===== config.mk =====
export PLATFORM = sky130hd
export DESIGN_NAME = mem_stage_ls
export DESIGN_NICKNAME = d
export VERILOG_FILES = /design/src/rtl/mem_stage_ls.sv
export SDC_FILE = /design/constraint.sdc
export NUM_CORES = 1
export LEC_CHECK = 0
export ABC_CLOCK_PERIOD_IN_PS = 1700
export CAP_MARGIN = 10
export CORE_MARGIN = 2
export CORE_UTILIZATION = 30
export CTS_BUF_LIST = sky130_fd_sc_hd__clkbuf_4 sky130_fd_sc_hd__clkbuf_8
export DETAILED_ROUTE_END_ITERATION = 7
export PLACE_DENSITY = 0.73
export SLEW_MARGIN = 15
export SYNTH_ARGS = -nofsm -noshare
export SYNTH_HDL_FRONTEND = slang
export SYNTH_SLANG_ARGS = --single-unit

===== constraint.sdc =====
create_clock -name clk -period 1.7 [get_ports clk]
set_input_delay 0.34 -clock clk [delete_from_list [all_inputs] [get_ports clk]]
set_output_delay 0.34 -clock clk [all_outputs]
set_load 0.1 [all_outputs]

===== src/rtl/mem_stage_ls.sv =====
// mem_stage_ls: MEM pipeline stage issuing loads/stores to a word-wide data memory, with ack timeout.
// Optional build macro MEM_MISALIGN_TRAP_EN: misaligned half/word ops trap on misalign_exc instead of issuing.
module mem_stage_ls #(
    parameter int REG_ADDR_WIDTH = 5,
    parameter int MEM_ADDR_WIDTH = 32,
    parameter int ACK_TIMEOUT    = 15
) (
    input  logic                      clk,
    input  logic                      rst_n,
    input  logic                      in_valid,
    output logic                      in_ready,
    input  logic [REG_ADDR_WIDTH-1:0] w_reg_addr_in,
    input  logic [31:0]               w_reg_data_in,
    input  logic                      w_reg_en_in,
    input  logic [3:0]                mem_op,
    input  logic [MEM_ADDR_WIDTH-1:0] mem_addr,
    input  logic [31:0]               mem_wdata,
    output logic                      out_valid,
    input  logic                      out_ready,
    output logic [REG_ADDR_WIDTH-1:0] w_reg_addr_out,
    output logic [31:0]               w_reg_data_out,
    output logic                      w_reg_en_out,
    output logic                      dmem_req,
    output logic                      dmem_we,
    output logic [3:0]                dmem_be,
    output logic [MEM_ADDR_WIDTH-1:0] dmem_addr,
    output logic [31:0]               dmem_wdata,
    input  logic                      dmem_ack,
    input  logic [31:0]               dmem_rdata,
`ifdef MEM_MISALIGN_TRAP_EN
    output logic                      misalign_exc,
`endif
    output logic                      bus_err
);

    localparam logic [3:0] OP_NONE = 4'd0;
    localparam logic [3:0] OP_LB   = 4'd1;
    localparam logic [3:0] OP_LBU  = 4'd2;
    localparam logic [3:0] OP_LH   = 4'd3;
    localparam logic [3:0] OP_LHU  = 4'd4;
    localparam logic [3:0] OP_LW   = 4'd5;
    localparam logic [3:0] OP_SB   = 4'd6;
    localparam logic [3:0] OP_SH   = 4'd7;
    localparam logic [3:0] OP_SW   = 4'd8;

    localparam logic [1:0] SZ_B = 2'd0;
    localparam logic [1:0] SZ_H = 2'd1;
    localparam logic [1:0] SZ_W = 2'd2;

    // Last wait-counter value before the request is abandoned.
    localparam logic [7:0] TMO_LAST = 8'(ACK_TIMEOUT - 1);

    typedef enum logic [1:0] {ST_IDLE, ST_REQ, ST_HOLD} state_t;

    state_t                    r_state;
    logic [7:0]                r_wait_cnt;
    logic [3:0]                r_op;
    logic [1:0]                r_off;
    logic                      r_is_ld;
    logic                      r_en_in;
    logic                      r_out_valid;
    logic [REG_ADDR_WIDTH-1:0] r_reg_addr;
    logic [31:0]               r_reg_data;
    logic                      r_reg_en;
    logic                      r_req;
    logic                      r_we;
    logic [3:0]                r_be;
    logic [MEM_ADDR_WIDTH-1:0] r_addr;
    logic [31:0]               r_wdata;
    logic                      r_bus_err;
`ifdef MEM_MISALIGN_TRAP_EN
    logic                      r_mis;
    logic                      w_misalign;
`endif

    logic [3:0]  w_op;
    logic        w_is_ld;
    logic        w_is_st;
    logic [1:0]  w_size;
    logic [3:0]  w_be;
    logic [31:0] w_st_data;
    logic [7:0]  w_ld_byte;
    logic [15:0] w_ld_half;
    logic [31:0] w_ld_data;

    // Request-side decode of the incoming op; reserved codes fold to NONE.
    always_comb begin
        w_op    = (mem_op > OP_SW) ? OP_NONE : mem_op;
        w_is_ld = (w_op >= OP_LB) && (w_op <= OP_LW);
        w_is_st = (w_op >= OP_SB);
        case (w_op)
            OP_LB, OP_LBU, OP_SB: w_size = SZ_B;
            OP_LH, OP_LHU, OP_SH: w_size = SZ_H;
            default:              w_size = SZ_W;
        endcase
        case (w_size)
            SZ_B:    w_be = 4'b0001 << mem_addr[1:0];
            SZ_H:    w_be = mem_addr[1] ? 4'b1100 : 4'b0011;
            default: w_be = 4'b1111;
        endcase
        case (w_op)
            OP_SB:   w_st_data = {4{mem_wdata[7:0]}};
            OP_SH:   w_st_data = {2{mem_wdata[15:0]}};
            OP_SW:   w_st_data = mem_wdata;
            default: w_st_data = 32'h0;
        endcase
    end

`ifdef MEM_MISALIGN_TRAP_EN
    assign w_misalign = ((w_size == SZ_H) && mem_addr[0]) ||
                        ((w_size == SZ_W) && (mem_addr[1:0] != 2'b00));
`endif

    // Response-side lane extraction, using the byte offset latched at accept.
    always_comb begin
        w_ld_byte = 8'(dmem_rdata >> {r_off, 3'b000});
        w_ld_half = r_off[1] ? dmem_rdata[31:16] : dmem_rdata[15:0];
        case (r_op)
            OP_LB:   w_ld_data = {{24{w_ld_byte[7]}}, w_ld_byte};
            OP_LBU:  w_ld_data = {24'h0, w_ld_byte};
            OP_LH:   w_ld_data = {{16{w_ld_half[15]}}, w_ld_half};
            OP_LHU:  w_ld_data = {16'h0, w_ld_half};
            default: w_ld_data = dmem_rdata;
        endcase
    end

    always_ff @(posedge clk) begin
        if (!rst_n) begin
            r_state     <= ST_IDLE;
            r_wait_cnt  <= '0;
            r_op        <= OP_NONE;
            r_off       <= '0;
            r_is_ld     <= 1'b0;
            r_en_in     <= 1'b0;
            r_out_valid <= 1'b0;
            r_reg_addr  <= '0;
            r_reg_data  <= '0;
            r_reg_en    <= 1'b0;
            r_req       <= 1'b0;
            r_we        <= 1'b0;
            r_be        <= '0;
            r_addr      <= '0;
            r_wdata     <= '0;
            r_bus_err   <= 1'b0;
`ifdef MEM_MISALIGN_TRAP_EN
            r_mis       <= 1'b0;
`endif
        end else begin
            r_bus_err <= 1'b0;
`ifdef MEM_MISALIGN_TRAP_EN
            r_mis     <= 1'b0;
`endif
            case (r_state)
                ST_IDLE: begin
                    if (in_valid) begin
                        r_reg_addr <= w_reg_addr_in;
                        r_reg_data <= w_reg_data_in;
                        r_en_in    <= w_reg_en_in;
                        r_op       <= w_op;
                        r_off      <= mem_addr[1:0];
                        r_is_ld    <= w_is_ld;
                        r_wait_cnt <= '0;
                        if (w_op == OP_NONE) begin
                            r_reg_en    <= w_reg_en_in;
                            r_out_valid <= 1'b1;
                            r_state     <= ST_HOLD;
                        end
`ifdef MEM_MISALIGN_TRAP_EN
                        else if (w_misalign) begin
                            r_reg_en    <= 1'b0;
                            r_out_valid <= 1'b1;
                            r_mis       <= 1'b1;
                            r_state     <= ST_HOLD;
                        end
`endif
                        else begin
                            // Writeback stays disabled until a load completes.
                            r_reg_en <= 1'b0;
                            r_req    <= 1'b1;
                            r_we     <= w_is_st;
                            r_be     <= w_be;
                            r_addr   <= {mem_addr[MEM_ADDR_WIDTH-1:2], 2'b00};
                            r_wdata  <= w_st_data;
                            r_state  <= ST_REQ;
                        end
                    end
                end
                ST_REQ: begin
                    if (dmem_ack) begin
                        r_req       <= 1'b0;
                        r_out_valid <= 1'b1;
                        r_state     <= ST_HOLD;
                        if (r_is_ld) begin
                            r_reg_data <= w_ld_data;
                            r_reg_en   <= r_en_in;
                        end
                    end else if (r_wait_cnt == TMO_LAST) begin
                        r_req       <= 1'b0;
                        r_bus_err   <= 1'b1;
                        r_out_valid <= 1'b1;
                        r_state     <= ST_HOLD;
                    end else begin
                        r_wait_cnt <= r_wait_cnt + 8'd1;
                    end
                end
                ST_HOLD: begin
                    if (out_ready) begin
                        r_out_valid <= 1'b0;
                        r_state     <= ST_IDLE;
                    end
                end
                default: r_state <= ST_IDLE;
            endcase
        end
    end

    assign in_ready       = (r_state == ST_IDLE);
    assign out_valid      = r_out_valid;
    assign w_reg_addr_out = r_reg_addr;
    assign w_reg_data_out = r_reg_data;
    assign w_reg_en_out   = r_reg_en;
    assign dmem_req       = r_req;
    assign dmem_we        = r_we;
    assign dmem_be        = r_be;
    assign dmem_addr      = r_addr;
    assign dmem_wdata     = r_wdata;
    assign bus_err        = r_bus_err;
`ifdef MEM_MISALIGN_TRAP_EN
    assign misalign_exc   = r_mis;
`endif

endmodule


==> results.ini, run 1 <==
[floorplan]
dieArea_mm2=0.0211
initial_utilization_pct=30.6
die_h_um=145
rows=51
coreArea_mm2=0.0195
die_w_um=145
ios=254

[timing]
fmax_mhz=579
rsz0062_at_grt=true
drv_slew=0
period_minus_slack_ps=1730
setup_ws_ps=-26.1
worst_hold_slack_ps=368
setup_viol=14
post-route-period-util_pct=102
hold_violations=0
skew_ps=12.5

[logic_synthesis]
async_flop_share_pct=0
yosys.area.top_type_share_pct=42.2
ys_types=63
synth_edf_count=0
ys.flop_type=dfxtp_1
synth_top_cell_by_area=dfxtp_1
synth_area_mm2=0.00598
yosys_warnings=0
synth.ff_latch_count=126
yosysMostFrequentCell=dfxtp_1
yosysSeqAreaShare_pct=42.2
synth.top_cells.by_area=dfxtp_1 42%, nand2_1 7.7%, a21boi_0 5.4%
synth_common_cells=126 x dfxtp_1, 122 x nand2_1, 57 x nor2_1
syn-instance-count=713
avgSynthCellArea_um2=8.39

[drt]
routed_wirelength_um=22300
drcViolationCount=0
firstDrtPassIters=4
vias=6525
drtAntennaViolNets=0
avgRoutedWirePerCell_um=17.0
drt_iter0_markers=315
routed_via_density=4.99

[run_status]
violations=negative setup slack
status=complete, but fails checks

[grt]
grt_pass1_vias=6479
antenna_found_initial=0
grtUsageTotal_pct=20.7
grt_pass1_wl_um=35100
grt_max_degree=46
overflow=0

[cells_and_area]
area_delta_synth_final_pct=89.4
insertedDiodeCount=0
nets=1175
layout.cells.non_filler=1308
drive_above_1_share_pct=30.8
utilization_pct=58.0

[setup_path]
crit_required_ps=2030
worst_path_max_delay_cell=dfxtp_4
startpoint_type=register
worstSetupPathType=register to register
critPathMaxFanout=7
critPathMaxStageDelay_ps=370
arrival_ps=2060
cp_top_family=compound AO/OA/AOI/OAI gates
crit_buf_inv=1
end_kind=register
cp_cell_sequence=or3_1 > a21oi_2 > o31ai_4 > buf_4 > a21oi_1 > o21ai_1

[flow_run]
drv_cap=0

[clock_network]
cts_tree=done
clkTransAtPathRegs_ps=80
cts-root-buf=clkbuf_8
hold_buffers=0
insertion_delay_ps=440
htree_levels=4
clockBufferDepth=2
cts_buffers=17
clock_sinks=126

[power_and_ir_drop]
p_leak_nw=4.35
vdd_drop_max_v=0.000443
pwr_density_cell_mw_per_mm2=812

[place]
dp_cells=1262
dp_hpwl_um=16800
gp_congestion=0.871
io_buffers=251

[hold_path]
worstHoldPathType=input pin to register

==> repair_timing <==
item / in CTS / in global routing
setup buffers: 5 / 8
endpoints found under the setup margin: 53 / 94
pin swaps: 6 / 22
resized for setup: 29 / 53
gates cloned: 1 / 0
==> cells in the final DEF (no fill, tap or decap), drive strengths merged, types with 10 or more instances in the layout <==
cell / synthesis / routed
clkbuf: 29 / 17
and3: 11 / 11
clkdlybuf4s50: 0 / 136
nor3b: 10 / 10
a221oi: 13 / 13
a22o: 16 / 16
o21ai: 52 / 52
nand2: 123 / 123
nor2: 59 / 59
o22ai: 23 / 23
a21boi: 43 / 43
nor2b: 10 / 10
o2bb2ai: 10 / 10
dfxtp: 126 / 126
buf: 30 / 214
a21oi: 32 / 32
mux2i: 10 / 10
a22oi: 10 / 10
==> metrics by stage <==
step	cell area, um2	worst slack, ps	TNS (ps)	power [W]
final	11300	-26.1	-148	0.00920
after global routing	11300	-102	-1580	0.00960
after CTS	11000	-83.9	-961	0.00920
after detailed placement	10500	-664	-51110	0.00677
after global placement	10500	-599	-46990	0.00674
after floorplan	6050	-286	-6420	0.00520
==> final timing paths <==
path                            slack [ps]            startpoint                         endpoint  cells after the start
worst max-delay path                   -30  r_op[1]$_SDFFE_PN0P_  w_reg_data_out[19]$_SDFFE_PN0P_                      6
worst min register to register         480  r_is_ld$_SDFFE_PN0P_             r_is_ld$_SDFFE_PN0P_                      2
worst max register to register         -30  r_op[1]$_SDFFE_PN0P_  w_reg_data_out[19]$_SDFFE_PN0P_                      6
worst min-delay path                   370                 rst_n            r_off[1]$_SDFFE_PN0P_                      2
==> sequential cells by signal, indices dropped and copies added (netlist names), 2 cells and up <==
register / cells
dmem_addr: 30
dmem_be: 4
dmem_wdata: 32
r_off: 2
r_op: 4
r_state: 2
r_wait_cnt: 8
w_reg_addr_out: 5
w_reg_data_out: 32
==> layout make-up <==
type | count | area, um2
clock buffer | 17 | 234
clock inverter | 15 | 113
fill | 1659 | 8190
inverter | 2 | 7.51
multi-input combinational | 528 | 3530
sequential | 126 | 2540
tap | 265 | 332
timing repair buffer | 355 | 4580
==> layer usage <==
metal  vias to the layer above  share of wire [%]  global-route usage, %
met5                         -                  0                      0
met4                         0                2.1                   6.13
met3                        31                8.4                   6.57
met2                       285                 48                   34.9
met1                      3023                 41                   25.1
li1                       3186                  -                      -
==> logic make-up (layout without fill, tap and decap cells) <==
family	after synthesis	in the layout	synth area share, %
compound gates	236	237	27.3
xor+xnor	11	11	1.86
fa+ha+maj	2	2	0.418
buf+inv	61	389	4.68
flops	126	126	42.2
mux	18	18	3.37
other cells	1	2	0.0627
simple gates	258	258	20.1
==> report_power, final <==
part | switching [W] | internal, W | total, W
logic | 0.00206 | 0.00145 | 0.00352
registers | 0.000190 | 0.00313 | 0.00332
clock network | 0.00134 | 0.00102 | 0.00237
(Power assumes the default switching activity.)
==> inputs of run 2 (changes only) <==
DONT_BUFFER_PORTS = 1   (was not set)
PLACE_DENSITY = 0.56   (was 0.73)
==> results.ini, run 2 (synthesized netlist as in run 1, its figures left out) <==
[floorplan]
die_w_um=145
rows=51
ios=254
dieArea_mm2=0.0211
die_h_um=145
initial_utilization_pct=30.6
coreArea_mm2=0.0195

[drt]
avgRoutedWirePerCell_um=18.1
routed_via_density=5.07
drt_iter0_markers=213
vias=5694
drcViolationCount=0
drtAntennaViolNets=0
firstDrtPassIters=4
routed_wirelength_um=20400

[grt]
grtUsageTotal_pct=19.0
antenna_found_initial=0
grt_pass1_vias=5725
top_usage_layer=met2
grt_pass1_wl_um=31900
grt_max_degree=82
overflow=0
met3_usage_pct=8.55
met1_usage_pct=21.9
grt_util_met2_pct=32.0

[timing]
setup_ws_ps=-60.8
setup_viol=7
skew_ps=11.9
period_minus_slack_ps=1760
fmax_mhz=568
drv_slew=0
post-route-period-util_pct=104
rsz0062_at_grt=true
hold_violations=0

[hold_path]
hold_start=mem_wdata[3]
worstHoldPathType=input pin to register

[setup_path]
worstSetupPathType=register to register
arrival_ps=2080
crit_required_ps=2020
critPathLaunch=r_off[1]$_SDFFE_PN0P_
end_kind=register
startpoint_type=register
critPathMaxFanout=7
r2r_start=r_off[1]$_SDFFE_PN0P_

[clock_network]
cts_tree=done
insertion_delay_ps=430
htree_levels=4
cts_buffers=17
cts-root-buf=clkbuf_8
clkTransAtPathRegs_ps=90
clockBufferDepth=2
clock_sinks=126

[place]
dp_hpwl_um=15000
gp_congestion=0.831
io_buffers=0
pre_cts_slack_ps=-82.6

[run_status]
status=complete, but fails checks
violations=negative setup slack

[flow_run]
drv_cap=0

[cells_and_area]
nets=991
area_delta_synth_final_pct=36.7
final_common_cell=buf_4
insertedDiodeCount=0
final_cell_mix=152 x buf_4, 122 x nand2_1, 121 x dfxtp_1, 56 x nor2_1, 43 x a21boi_0
fill_cells=2034
drive_above_1_share_pct=30.5

[power_and_ir_drop]
clkPwrFrac_pct=33.7
p_total_w=0.00872
intPower_w=0.00532
comb_power_share_pct=29.5
vdd_drop_max_v=0.000570
switchingPower_w=0.00340
pwr_density_cell_mw_per_mm2=1070
switching_share_pct=39.0
seqPwrFrac_pct=36.8
p_leak_nw=3.21

## run 2: cell types whose count changed in the layout (fill, tap and decap cells not counted), sizes merged
cell | before | now
bufinv | 0 | 3
o31ai | 9 | 8
dlygate4sd2 | 3 | 0
dlygate4sd3 | 0 | 8
clkinvlp | 3 | 1
buf | 214 | 164
dlymetal6s2s | 2 | 0
inv | 7 | 10
clkdlybuf4s50 | 136 | 0
clkinv | 7 | 3
## run 2: per-layer routing
| layer | vias up | routed length [um] |
|---|---|---|
| met3 | 17 | 2410 |
| met2 | 254 | 9820 |
| met4 | 0 | 257 |
| li1 | 2797 | - |
| met5 | - | 0 |
| met1 | 2626 | 7920 |
## run 2: power groups by stage
stage          clock network, W  registers, W  logic [W]
2_1_floorplan                 0       0.00446   0.000739
3_3_place_gp                  0       0.00327    0.00246
3_5_place_dp                  0       0.00328    0.00248
4_1_cts                 0.00303       0.00321    0.00254
5_1_grt                 0.00317       0.00323    0.00270
6_report                0.00294       0.00321    0.00257
## run 2: layout make-up
class                           count  area (um2)  share of cell area, %
Multi-Input combinational cell    527        3440                   42.0
Timing Repair Buffer              172        1440                   17.6
Tap cell                          265         332                   4.06
Clock buffer                       17         234                   2.86
Sequential cell                   126        2530                   31.0
Clock inverter                     15         200                   2.45
Inverter                            2        7.51                 0.0918
## run 2: final timing paths
path | to | slack (ps) | cells after the start
worst max-delay path | w_reg_data_out[8]$_SDFFE_PN0P_ | -60 | 5
worst min-delay path | dmem_wdata[3]$_SDFFE_PN0P_ | 40 | 1
worst max register to register | w_reg_data_out[8]$_SDFFE_PN0P_ | -60 | 5
worst min register to register | w_reg_data_out[18]$_SDFFE_PN0P_ | 450 | 2
## run 2: worst max-delay path, stage by stage, from the launching register on
cell and delay [ps]:
dfxtp_2 370, mux4_2 550, nor3b_4 250, o21bai_4 140
a221oi_2 260, a211oi_1 70
## run 2: what timing repair did
action                     4_1_cts  5_1_grt
pin swaps                        4        9
hold endpoints to repair         8        2
resized for setup               23       30
setup buffers                    3        0
hold buffers                     6        2
setup endpoints to repair       43       41
cloned                           0        0
## run 2: stage by stage
step	setup TNS, ps	std cells	utilization (%)	cell area [um2]	hold slack (ps)
after floorplan	-6420	714	-	6050	444
after global placement	-559	1081	37.8	7380	438
after detailed placement	-1380	1081	37.8	7380	439
after CTS	-158	1122	41.1	8030	0.430
after global routing	-752	1124	41.9	8180	1.66
final	-212	1124	41.9	8180	39.1
==> inputs of run 3 (changes only) <==
MAX_ROUTING_LAYER = met4   (was not set)
==> results.ini, run 3 (synthesized netlist as in run 1, its figures left out) <==
[drt]
avgRoutedWirePerCell_um=18.1
vias=5738
drt_iter0_markers=232
drtAntennaViolNets=0
firstDrtPassIters=4
drcViolationCount=0
routed_wirelength_um=20400
routed_via_density=5.10

[setup_path]
arrival_ps=2080
critPathMaxStageDelay_ps=560
cp_cell_sequence=mux4_2 > nor3b_4 > o21bai_4 > a221oi_2 > a211oi_1
critPathMaxFanout=7
worst_path_max_delay_cell=mux4_2
cp_top_family=multiplexers
crit_required_ps=2020
crit_buf_inv=0
startpoint_type=register
end_kind=register
worstSetupPathType=register to register

[clock_network]
cts-root-buf=clkbuf_8
clkTransAtPathRegs_ps=90
clockBufferDepth=2
cts_tree=done
htree_levels=4
insertion_delay_ps=440
cts_buffers=17
clock_sinks=126

[grt]
grt_pass1_vias=5744
grt_pass1_wl_um=31800
antenna_found_initial=0
grt_max_degree=82
grtUsageTotal_pct=19.5
overflow=0

[timing]
hold_violations=0
drv_slew=0
post-route-period-util_pct=104
fmax_mhz=568
setup_ws_ps=-61.2
setup_viol=7
rsz0062_at_grt=true
skew_ps=14.9
period_minus_slack_ps=1760

[place]
dp_hpwl_um=15000
gp_congestion=0.844
io_buffers=0
dp_cells=1081

[floorplan]
die_h_um=145
coreArea_mm2=0.0195
ios=254
initial_utilization_pct=30.6
dieArea_mm2=0.0211
die_w_um=145
rows=51

[power_and_ir_drop]
vdd_drop_max_v=0.000570
p_leak_nw=3.22
pwr_density_cell_mw_per_mm2=1060
comb_power_share_pct=29.5
p_total_w=0.00872
switching_share_pct=39.0
switchingPower_w=0.00340
clkPwrFrac_pct=33.7
seqPwrFrac_pct=36.8
intPower_w=0.00532

[cells_and_area]
multi_input_area_mm2=0.00344
nets=992
drive_above_1_share_pct=30.5
seq_area_mm2=0.00253
final_cell_mix=152 x buf_4, 122 x nand2_1, 121 x dfxtp_1, 56 x nor2_1, 43 x a21boi_0
area_delta_synth_final_pct=36.9
layout.cells.non_filler=1125
final_common_cell=buf_4
insertedDiodeCount=0
fill_cells=2032

[run_status]
violations=negative setup slack
status=complete, but fails checks

[hold_path]
worstHoldPathType=input pin to register

[flow_run]
drv_cap=0

## run 3: changes by cell type in the layout (fill, tap and decap cells not counted), sizes merged
cell and change:
dlygate4sd3 +1
## run 3: area by class of cell
class	instances	share of cell area, %
clock buffer	17	2.86
clock inverter	15	2.44
inverter	2	0.0917
multi-input combinational	527	42.0
sequential	126	30.9
tap	265	4.05
timing repair buffer	173	17.6
## run 3: metal layers
| metal | global-route usage, % | part of all wire [%] | wire length (um) |
|---|---|---|---|
| met5 | - | 0 | 0 |
| met4 | 4.75 | 1.4 | 278 |
| met3 | 7.61 | 11 | 2210 |
| met2 | 32.0 | 49 | 9910 |
| met1 | 22.6 | 39 | 7990 |
## run 3: power groups by stage
| stage | logic [W] | clock network, W | registers, W |
|---|---|---|---|
| detailed placement | 0.00248 | 0 | 0.00328 |
| global route | 0.00270 | 0.00317 | 0.00323 |
| floorplan | 0.000739 | 0 | 0.00446 |
| CTS | 0.00254 | 0.00303 | 0.00321 |
| global placement | 0.00246 | 0 | 0.00327 |
| finish | 0.00257 | 0.00294 | 0.00321 |
## run 3: final timing paths
| path | slack (ps) | start | endpoint | cells past startpoint |
|---|---|---|---|---|
| max | -60 | r_off[1]$_SDFFE_PN0P_ | w_reg_data_out[8]$_SDFFE_PN0P_ | 5 |
| min | 30 | mem_wdata[2] | dmem_wdata[2]$_SDFFE_PN0P_ | 1 |
| max reg2reg | -60 | r_off[1]$_SDFFE_PN0P_ | w_reg_data_out[8]$_SDFFE_PN0P_ | 5 |
| min reg2reg | 450 | w_reg_data_out[18]$_SDFFE_PN0P_ | w_reg_data_out[18]$_SDFFE_PN0P_ | 2 |
## run 3: metrics by stage
stage / TNS, ps / area [um2] / util [%] / setup slack (ps) / hold slack (ps)
6_report: -224 / 8190 / 41.9 / -61.2 / 34.1
5_1_grt: -752 / 8190 / 41.9 / -122 / 0.894
4_1_cts: -158 / 8030 / 41.1 / -29.2 / 0.430
3_5_place_dp: -1380 / 7380 / 37.8 / -82.6 / 439
3_3_place_gp: -559 / 7380 / 37.8 / -66.3 / 438
2_1_floorplan: -6420 / 6050 / - / -286 / 444
## run 3: repair_timing
action / 4_1_cts / 5_1_grt
buffers inserted: 3 / 0
endpoints found under the setup margin: 43 / 41
pin swaps: 4 / 9
cloned: 0 / 0
hold endpoints to repair: 8 / 3
hold buffers: 6 / 3
resized for setup: 23 / 31
## run 3: worst reg2reg max path, cell delays in order, from the launching register on
cell	delay (ps)
dfxtp_2	370
mux4_2	560
nor3b_4	250
o21bai_4	140
a221oi_2	260
a211oi_1	70
